--- src/rtl/alu_seq_pkg.sv ---
// rtl/alu_seq_pkg.sv - shared state encoding and ALU operation codes for alu_seq
package alu_seq_pkg;

  typedef enum logic [1:0] {
    ST_IDLE = 2'd0,
    ST_EXEC = 2'd1,
    ST_DONE = 2'd2
  } state_e;

  // Requesters pair a first-byte op with a rest-of-bytes op, e.g. ADD/ADC, SUB/SBC.
  localparam logic [3:0] ALU_ADD = 4'h0;
  localparam logic [3:0] ALU_ADC = 4'h1;
  localparam logic [3:0] ALU_SUB = 4'h2;
  localparam logic [3:0] ALU_SBC = 4'h3;
  localparam logic [3:0] ALU_AND = 4'h4;
  localparam logic [3:0] ALU_OR  = 4'h5;
  localparam logic [3:0] ALU_XOR = 4'h6;
  localparam logic [3:0] ALU_NOT = 4'h7;

endpackage

--- src/rtl/alu_seq_if.sv ---
// rtl/alu_seq_if.sv - request, ALU and response signal bundle for alu_seq
interface alu_seq_if #(
  parameter int WIDTH = 8,
  parameter int WORDS = 2
);

  logic                     req_valid;
  logic                     req_ready;
  logic [WIDTH*WORDS-1:0]   req_lhs;
  logic [WIDTH*WORDS-1:0]   req_rhs;
  logic [3:0]               req_op_first;
  logic [3:0]               req_op_rest;

  logic [WIDTH-1:0]         alu_lhs;
  logic [WIDTH-1:0]         alu_rhs;
  logic [3:0]               alu_operation;
  logic [WIDTH-1:0]         alu_result;
  logic                     alu_zero;
  logic                     alu_acarry;
  logic                     alu_lcarry;
  logic                     alu_sign;
  logic                     alu_overflow;

  logic                     rsp_valid;
  logic                     rsp_ready;
  logic [WIDTH*WORDS-1:0]   rsp_result;
  logic                     rsp_zero;
  logic                     rsp_carry;
  logic                     rsp_lcarry;
  logic                     rsp_sign;
  logic                     rsp_overflow;

  // Sequencer side
  modport slave (
    input  req_valid, req_lhs, req_rhs, req_op_first, req_op_rest,
    input  alu_result, alu_zero, alu_acarry, alu_lcarry, alu_sign, alu_overflow,
    input  rsp_ready,
    output req_ready, alu_lhs, alu_rhs, alu_operation,
    output rsp_valid, rsp_result, rsp_zero, rsp_carry, rsp_lcarry, rsp_sign, rsp_overflow
  );

  // Requester/ALU/consumer side
  modport master (
    output req_valid, req_lhs, req_rhs, req_op_first, req_op_rest,
    output alu_result, alu_zero, alu_acarry, alu_lcarry, alu_sign, alu_overflow,
    output rsp_ready,
    input  req_ready, alu_lhs, alu_rhs, alu_operation,
    input  rsp_valid, rsp_result, rsp_zero, rsp_carry, rsp_lcarry, rsp_sign, rsp_overflow
  );

endinterface

--- src/rtl/alu_seq_flags.sv ---
// rtl/alu_seq_flags.sv - combines per-byte ALU flags into whole-operation flags
module alu_seq_flags (
  input  logic clk,
  input  logic reset,
  input  logic clear_i,
  input  logic step_i,
  input  logic last_i,
  input  logic alu_zero_i,
  input  logic alu_acarry_i,
  input  logic alu_lcarry_i,
  input  logic alu_sign_i,
  input  logic alu_overflow_i,
  output logic zero_o,
  output logic carry_o,
  output logic lcarry_o,
  output logic sign_o,
  output logic overflow_o
);

  logic zero_q;
  logic carry_q;
  logic lcarry_q;
  logic sign_q;
  logic overflow_q;

  // Zero is the AND over every byte; carry/sign/overflow belong to the top byte only
  always_ff @(posedge clk) begin
    if (reset) begin
      zero_q     <= 1'b0;
      carry_q    <= 1'b0;
      lcarry_q   <= 1'b0;
      sign_q     <= 1'b0;
      overflow_q <= 1'b0;
    end else if (clear_i) begin
      zero_q     <= 1'b1;
      carry_q    <= 1'b0;
      lcarry_q   <= 1'b0;
      sign_q     <= 1'b0;
      overflow_q <= 1'b0;
    end else if (step_i) begin
      zero_q <= zero_q & alu_zero_i;
      if (last_i) begin
        carry_q    <= alu_acarry_i;
        lcarry_q   <= alu_lcarry_i;
        sign_q     <= alu_sign_i;
        overflow_q <= alu_overflow_i;
      end
    end
  end

  assign zero_o     = zero_q;
  assign carry_o    = carry_q;
  assign lcarry_o   = lcarry_q;
  assign sign_o     = sign_q;
  assign overflow_o = overflow_q;

endmodule

--- src/rtl/alu_seq.sv ---
// rtl/alu_seq.sv - drives an 8-bit ALU one byte per clock to build multi-byte operations
module alu_seq
  import alu_seq_pkg::*;
#(
  parameter int WIDTH = 8,
  parameter int WORDS = 2
) (
  input  logic     clk,
  input  logic     reset,
  alu_seq_if.slave bus,
  output logic     busy
);

  localparam int OPW  = WIDTH * WORDS;
  localparam int IDXW = (WORDS > 1) ? $clog2(WORDS) : 1;

  state_e            state_q, state_d;
  logic [IDXW-1:0]   idx_q, idx_d;
  logic [OPW-1:0]    lhs_q, rhs_q;
  logic [3:0]        opf_q, opr_q;
  logic [OPW-1:0]    result_q;
  logic [WIDTH-1:0]  lhs_byte, rhs_byte;
  logic              accept;
  logic              in_exec;
  logic              last;

  assign accept  = (state_q == ST_IDLE) && bus.req_valid;
  assign in_exec = (state_q == ST_EXEC);
  assign last    = (idx_q == IDXW'(WORDS - 1));

  // State and byte index registers
  always_ff @(posedge clk) begin
    if (reset) begin
      state_q <= ST_IDLE;
      idx_q   <= '0;
    end else begin
      state_q <= state_d;
      idx_q   <= idx_d;
    end
  end

  // Next state, index advance and all handshake/ALU drive outputs
  always_comb begin
    state_d           = state_q;
    idx_d             = idx_q;
    bus.req_ready     = 1'b0;
    bus.rsp_valid     = 1'b0;
    busy              = 1'b1;
    bus.alu_operation = bus.req_op_first;
    bus.alu_lhs       = '0;
    bus.alu_rhs       = '0;
    case (state_q)
      ST_IDLE: begin
        bus.req_ready = 1'b1;
        busy          = 1'b0;
        if (bus.req_valid) begin
          state_d = ST_EXEC;
          idx_d   = '0;
        end
      end
      ST_EXEC: begin
        bus.alu_lhs       = lhs_byte;
        bus.alu_rhs       = rhs_byte;
        bus.alu_operation = (idx_q == '0) ? opf_q : opr_q;
        if (last) begin
          state_d = ST_DONE;
        end else begin
          idx_d = idx_q + IDXW'(1);
        end
      end
      ST_DONE: begin
        bus.rsp_valid = 1'b1;
        if (bus.rsp_ready) begin
          state_d = ST_IDLE;
        end
      end
      default: state_d = ST_IDLE;
    endcase
  end

  // Operands and op codes are latched once so later request changes are ignored
  always_ff @(posedge clk) begin
    if (reset) begin
      lhs_q <= '0;
      rhs_q <= '0;
      opf_q <= '0;
      opr_q <= '0;
    end else if (accept) begin
      lhs_q <= bus.req_lhs;
      rhs_q <= bus.req_rhs;
      opf_q <= bus.req_op_first;
      opr_q <= bus.req_op_rest;
    end
  end

  // Select the operand byte for the current index
  always_comb begin
    lhs_byte = '0;
    rhs_byte = '0;
    for (int i = 0; i < WORDS; i++) begin
      if (idx_q == IDXW'(i)) begin
        lhs_byte = lhs_q[i*WIDTH +: WIDTH];
        rhs_byte = rhs_q[i*WIDTH +: WIDTH];
      end
    end
  end

  // Store each ALU result byte into its slot of the assembled result
  always_ff @(posedge clk) begin
    if (reset) begin
      result_q <= '0;
    end else if (in_exec) begin
      for (int i = 0; i < WORDS; i++) begin
        if (idx_q == IDXW'(i)) begin
          result_q[i*WIDTH +: WIDTH] <= bus.alu_result;
        end
      end
    end
  end

  assign bus.rsp_result = result_q;

  alu_seq_flags u_flags (
    .clk            (clk),
    .reset          (reset),
    .clear_i        (accept),
    .step_i         (in_exec),
    .last_i         (last),
    .alu_zero_i     (bus.alu_zero),
    .alu_acarry_i   (bus.alu_acarry),
    .alu_lcarry_i   (bus.alu_lcarry),
    .alu_sign_i     (bus.alu_sign),
    .alu_overflow_i (bus.alu_overflow),
    .zero_o         (bus.rsp_zero),
    .carry_o        (bus.rsp_carry),
    .lcarry_o       (bus.rsp_lcarry),
    .sign_o         (bus.rsp_sign),
    .overflow_o     (bus.rsp_overflow)
  );

endmodule

--- src/flat_wrapper.sv ---
// flat-port wrapper written by rule: the top's interface ports become plain ports
module alu_seq_flat import alu_seq_pkg::*;
#(
  parameter int WIDTH = 8,
  parameter int WORDS = 2
)
  (clk, reset, busy, bus_req_valid, bus_req_lhs, bus_req_rhs, bus_req_op_first, bus_req_op_rest, bus_alu_result, bus_alu_zero, bus_alu_acarry, bus_alu_lcarry, bus_alu_sign, bus_alu_overflow, bus_rsp_ready, bus_req_ready, bus_alu_lhs, bus_alu_rhs, bus_alu_operation, bus_rsp_valid, bus_rsp_result, bus_rsp_zero, bus_rsp_carry, bus_rsp_lcarry, bus_rsp_sign, bus_rsp_overflow);
  alu_seq_if #(.WIDTH(WIDTH), .WORDS(WORDS)) bus_i ();
  input  logic clk;
  input  logic reset;
  output logic busy;
  input wire logic [$bits(bus_i.req_valid)-1:0] bus_req_valid;
  input wire logic [$bits(bus_i.req_lhs)-1:0] bus_req_lhs;
  input wire logic [$bits(bus_i.req_rhs)-1:0] bus_req_rhs;
  input wire logic [$bits(bus_i.req_op_first)-1:0] bus_req_op_first;
  input wire logic [$bits(bus_i.req_op_rest)-1:0] bus_req_op_rest;
  input wire logic [$bits(bus_i.alu_result)-1:0] bus_alu_result;
  input wire logic [$bits(bus_i.alu_zero)-1:0] bus_alu_zero;
  input wire logic [$bits(bus_i.alu_acarry)-1:0] bus_alu_acarry;
  input wire logic [$bits(bus_i.alu_lcarry)-1:0] bus_alu_lcarry;
  input wire logic [$bits(bus_i.alu_sign)-1:0] bus_alu_sign;
  input wire logic [$bits(bus_i.alu_overflow)-1:0] bus_alu_overflow;
  input wire logic [$bits(bus_i.rsp_ready)-1:0] bus_rsp_ready;
  output wire logic [$bits(bus_i.req_ready)-1:0] bus_req_ready;
  output wire logic [$bits(bus_i.alu_lhs)-1:0] bus_alu_lhs;
  output wire logic [$bits(bus_i.alu_rhs)-1:0] bus_alu_rhs;
  output wire logic [$bits(bus_i.alu_operation)-1:0] bus_alu_operation;
  output wire logic [$bits(bus_i.rsp_valid)-1:0] bus_rsp_valid;
  output wire logic [$bits(bus_i.rsp_result)-1:0] bus_rsp_result;
  output wire logic [$bits(bus_i.rsp_zero)-1:0] bus_rsp_zero;
  output wire logic [$bits(bus_i.rsp_carry)-1:0] bus_rsp_carry;
  output wire logic [$bits(bus_i.rsp_lcarry)-1:0] bus_rsp_lcarry;
  output wire logic [$bits(bus_i.rsp_sign)-1:0] bus_rsp_sign;
  output wire logic [$bits(bus_i.rsp_overflow)-1:0] bus_rsp_overflow;
  assign bus_i.req_valid = bus_req_valid;
  assign bus_i.req_lhs = bus_req_lhs;
  assign bus_i.req_rhs = bus_req_rhs;
  assign bus_i.req_op_first = bus_req_op_first;
  assign bus_i.req_op_rest = bus_req_op_rest;
  assign bus_i.alu_result = bus_alu_result;
  assign bus_i.alu_zero = bus_alu_zero;
  assign bus_i.alu_acarry = bus_alu_acarry;
  assign bus_i.alu_lcarry = bus_alu_lcarry;
  assign bus_i.alu_sign = bus_alu_sign;
  assign bus_i.alu_overflow = bus_alu_overflow;
  assign bus_i.rsp_ready = bus_rsp_ready;
  assign bus_req_ready = bus_i.req_ready;
  assign bus_alu_lhs = bus_i.alu_lhs;
  assign bus_alu_rhs = bus_i.alu_rhs;
  assign bus_alu_operation = bus_i.alu_operation;
  assign bus_rsp_valid = bus_i.rsp_valid;
  assign bus_rsp_result = bus_i.rsp_result;
  assign bus_rsp_zero = bus_i.rsp_zero;
  assign bus_rsp_carry = bus_i.rsp_carry;
  assign bus_rsp_lcarry = bus_i.rsp_lcarry;
  assign bus_rsp_sign = bus_i.rsp_sign;
  assign bus_rsp_overflow = bus_i.rsp_overflow;
  alu_seq #(.WIDTH(WIDTH), .WORDS(WORDS)) u_core (.clk(clk), .reset(reset), .bus(bus_i), .busy(busy));
endmodule
--- config.mk ---
export PLATFORM = sky130hd
export DESIGN_NAME = alu_seq_flat
export DESIGN_NICKNAME = d
export VERILOG_FILES = /design/src/rtl/alu_seq_pkg.sv /design/src/rtl/alu_seq_if.sv /design/src/rtl/alu_seq_flags.sv /design/src/rtl/alu_seq.sv /design/src/flat_wrapper.sv
export SDC_FILE = /design/constraint.sdc
export NUM_CORES = 1
export LEC_CHECK = 0
export ABC_AREA = 1
export CORE_ASPECT_RATIO = 1.1
export CORE_UTILIZATION = 46
export CTS_CLUSTER_DIAMETER = 100
export DETAILED_ROUTE_END_ITERATION = 10
export HOLD_SLACK_MARGIN = 0.1
export PLACE_DENSITY_LB_ADDON = 0.05
export SLEW_MARGIN = 0
export SYNTH_ARGS = -nofsm -noshare
export SYNTH_HDL_FRONTEND = slang
export SYNTH_SLANG_ARGS = --single-unit
--- constraint.sdc ---
create_clock -name clk -period 1.5 [get_ports clk]
set_clock_uncertainty 0.15 [all_clocks]
set_input_delay 0.15 -clock clk [delete_from_list [all_inputs] [get_ports clk]]
set_output_delay 0.15 -clock clk [all_outputs]
set_load 0.02 [all_outputs]
==> run metrics <==
total track usage 23.8%; Finished Core Util 73.8%; Mapped Area 0.00299 mm2; Num CTS Buffers 9; final WL 8040 um; fmax 0.600 GHz; gr busiest metal met2; final net count 605; Synth top area share 42.8%; worst setup margin -168 ps; Detail Placement HPWL 5030 um; Die Ht 86.6 um; Worst R2R Setup Slack 0 ps; Synth top cells by count nand2_1 (139), nor2_1 (113), dfxtp_1 (64), nand3b_1 (40), inv_1 (21); wire per inst 12.8 um; core region area 0.00623 mm2; ANT cells 0; R2R Path End u_core.rhs_q[7]; die footprint 0.00683 mm2; Slew HR 78.1%; Post-CTS Hold Buffers 0; Buffers on Ports 100; Final ANT Viol Nets 0; CTS tree built; worst hold endpoint u_core.u_flags.sign_o; DRT Pass-1 Iters 4; met2 Use GR 40.7%; Post-Place Cells 606; period utilization 111%; Netlist cell types 19; LEAKAGE 2.21 nW; largest net degree at the start of global routing 45; Hold Path Origin bus_alu_sign; number of clock sinks 64; final std cells w/o fill 630; drt via density 4.81; Syn Nets 490; DRC 0; most common cell in the netlist nand2_1; initial antenna violation count 0; io pins 101; GR Util met3 6.11%; routability cong. 0.773; met1 Track Usage GR 28.2%; hold depth 3; Reg2Reg Launch Point u_core.state_q[0]; Mean Syn Cell Area 6.91 um2; CP required 1200 ps; VDD IR max 0.618 mV; status complete, but fails checks; PD cells 945 mW/mm2; RSZ-0062 raised after global routing yes; Yosys top cell by area dfxtp_1; Worst-Margin Slew 327 ps; Seq cells post-synth 64; Worst setup SP type flop; Rows 30; yosys warns 0; H-tree depth 3; Synth Flop Type dfxtp_1; vias in the first global route 2853; clock root buffer clkbuf_8; FILL cells 536; starting density of the core 48.0%; Vias 3032; Iteration-0 DRC Markers 169; fraction of layout cells with a size suffix above 1 21.1%; Syn Inst Count 433; clock buffer depth 2; violated checks setup timing; die width 78.9 um; Hold WC Path Type in2reg; CP Class reg2out; slowest stage delay, CP 330 ps; worst skew pair latency 330 ps; first-pass GRT wire length 12600 um; CP cell instances inv_4, buf_6, nand3_4, inv_6, buf_12, nand2_2, nand2_2, buf_6; CP max stage cell dfxtp_2; top post-synthesis cells by area dfxtp_1 (43%), nand2_1 (17%), nor2_1 (14%); CP Data Arrival Time 1370 ps; sequential area share after synthesis 42.8%; clock-pin slew on the worst setup and hold paths 60 ps; CP Capture Type primary output; max cap viols 0; # setup viols final 21; crit path max fanout 8; final hold vios 0; async set-reset flop share out of synthesis 0%; max-slew violation count 0; TNS Setup -3000 ps; grt ovf 0; cell count of the worst reg-to-reg path 8; synthesis-to-layout area growth 53.8%; EDFF count, synth 0; minimum clock period 1670 ps
## how the worst max path moves through the flow
stage,end,cells past startpoint,start
final,bus_alu_lhs[7],8,u_core.state_q[1]
after global placement,bus_alu_operation[2],6,u_core.state_q[0]
after CTS,bus_alu_operation[0],8,u_core.state_q[1]
after floorplan,bus_alu_lhs[1],6,u_core.state_q[0]
after detailed placement,bus_alu_operation[3],6,u_core.state_q[0]
after global routing,bus_alu_rhs[2],8,u_core.state_q[1]
## through the flow
stage	instance area (um2)	hold slack (ps)	setup slack [ps]	total power [mW]
2_1_floorplan	2990	69.1	138	2.54
3_3_place_gp	4130	301	-279	2.97
3_5_place_dp	4130	311	-339	2.99
4_1_cts	4360	249	-250	4.28
5_1_grt	4600	278	-232	4.58
6_report	4600	257	-168	4.35
## registers in the layout, summed over array words and instances, names as in the netlist
| register | cells |
|---|---|
| u_core.bus.rsp_result | 16 |
| u_core.idx_q | 1 |
| u_core.lhs_q | 16 |
| u_core.opf_q | 4 |
| u_core.opr_q | 4 |
| u_core.rhs_q | 16 |
| u_core.state_q | 2 |
| u_core.u_flags.carry_o | 1 |
| u_core.u_flags.lcarry_o | 1 |
| u_core.u_flags.overflow_o | 1 |
| u_core.u_flags.sign_o | 1 |
| u_core.u_flags.zero_o | 1 |
## final cells by class
type	count	area, um2	share of cell area [%]
multi-input combinational	317	1530	33.3
tap	80	100	2.18
timing repair buffer	132	1410	30.6
sequential	64	1290	28.0
clock buffer	12	155	3.37
clock inverter	1	5.00	0.109
inverter	24	110	2.39
## worst max-delay path, delay by kind of cell (launching register included)
family	cells	cell delay (ps)
buffers and inverters	5	500
DFF	1	330
and+or+nand+nor	3	210
## routing by layer
layer  vias up  part of all wire [%]
met5         -                     0
li1       1552                     -
met1      1358                    42
met2       105                    49
met3        17                   7.1
met4         0                   2.0
## power by group
part           switching [mW]  internal [mW]
clock network           0.605          0.661
registers              0.0893           1.85
logic                   0.575          0.570
## what timing repair did
action                                  4_1_cts  5_1_grt
gates resized for setup                     162       51
pin swaps                                     1       21
buffers inserted                              3        4
endpoints found under the setup margin       88       62
gates cloned                                  1        5
## placed cells by master (no fill, tap or decap), drive strengths merged
master	n
buf	51
a21oi	7
nor2	115
dlygate4sd2	21
nand4	4
inv	23
nand3b	40
o21ai	1
clkdlybuf4s50	56
clkinv	2
nand3	8
nand2	142
dfxtp	64
clkbuf	16
## logic make-up after synthesis
kind of cell / share of synthesized area [%]
compound gates: 1.34
flops: 42.8
simple gates: 46.2
buf+inv: 9.58
(Power assumes the default switching activity.)
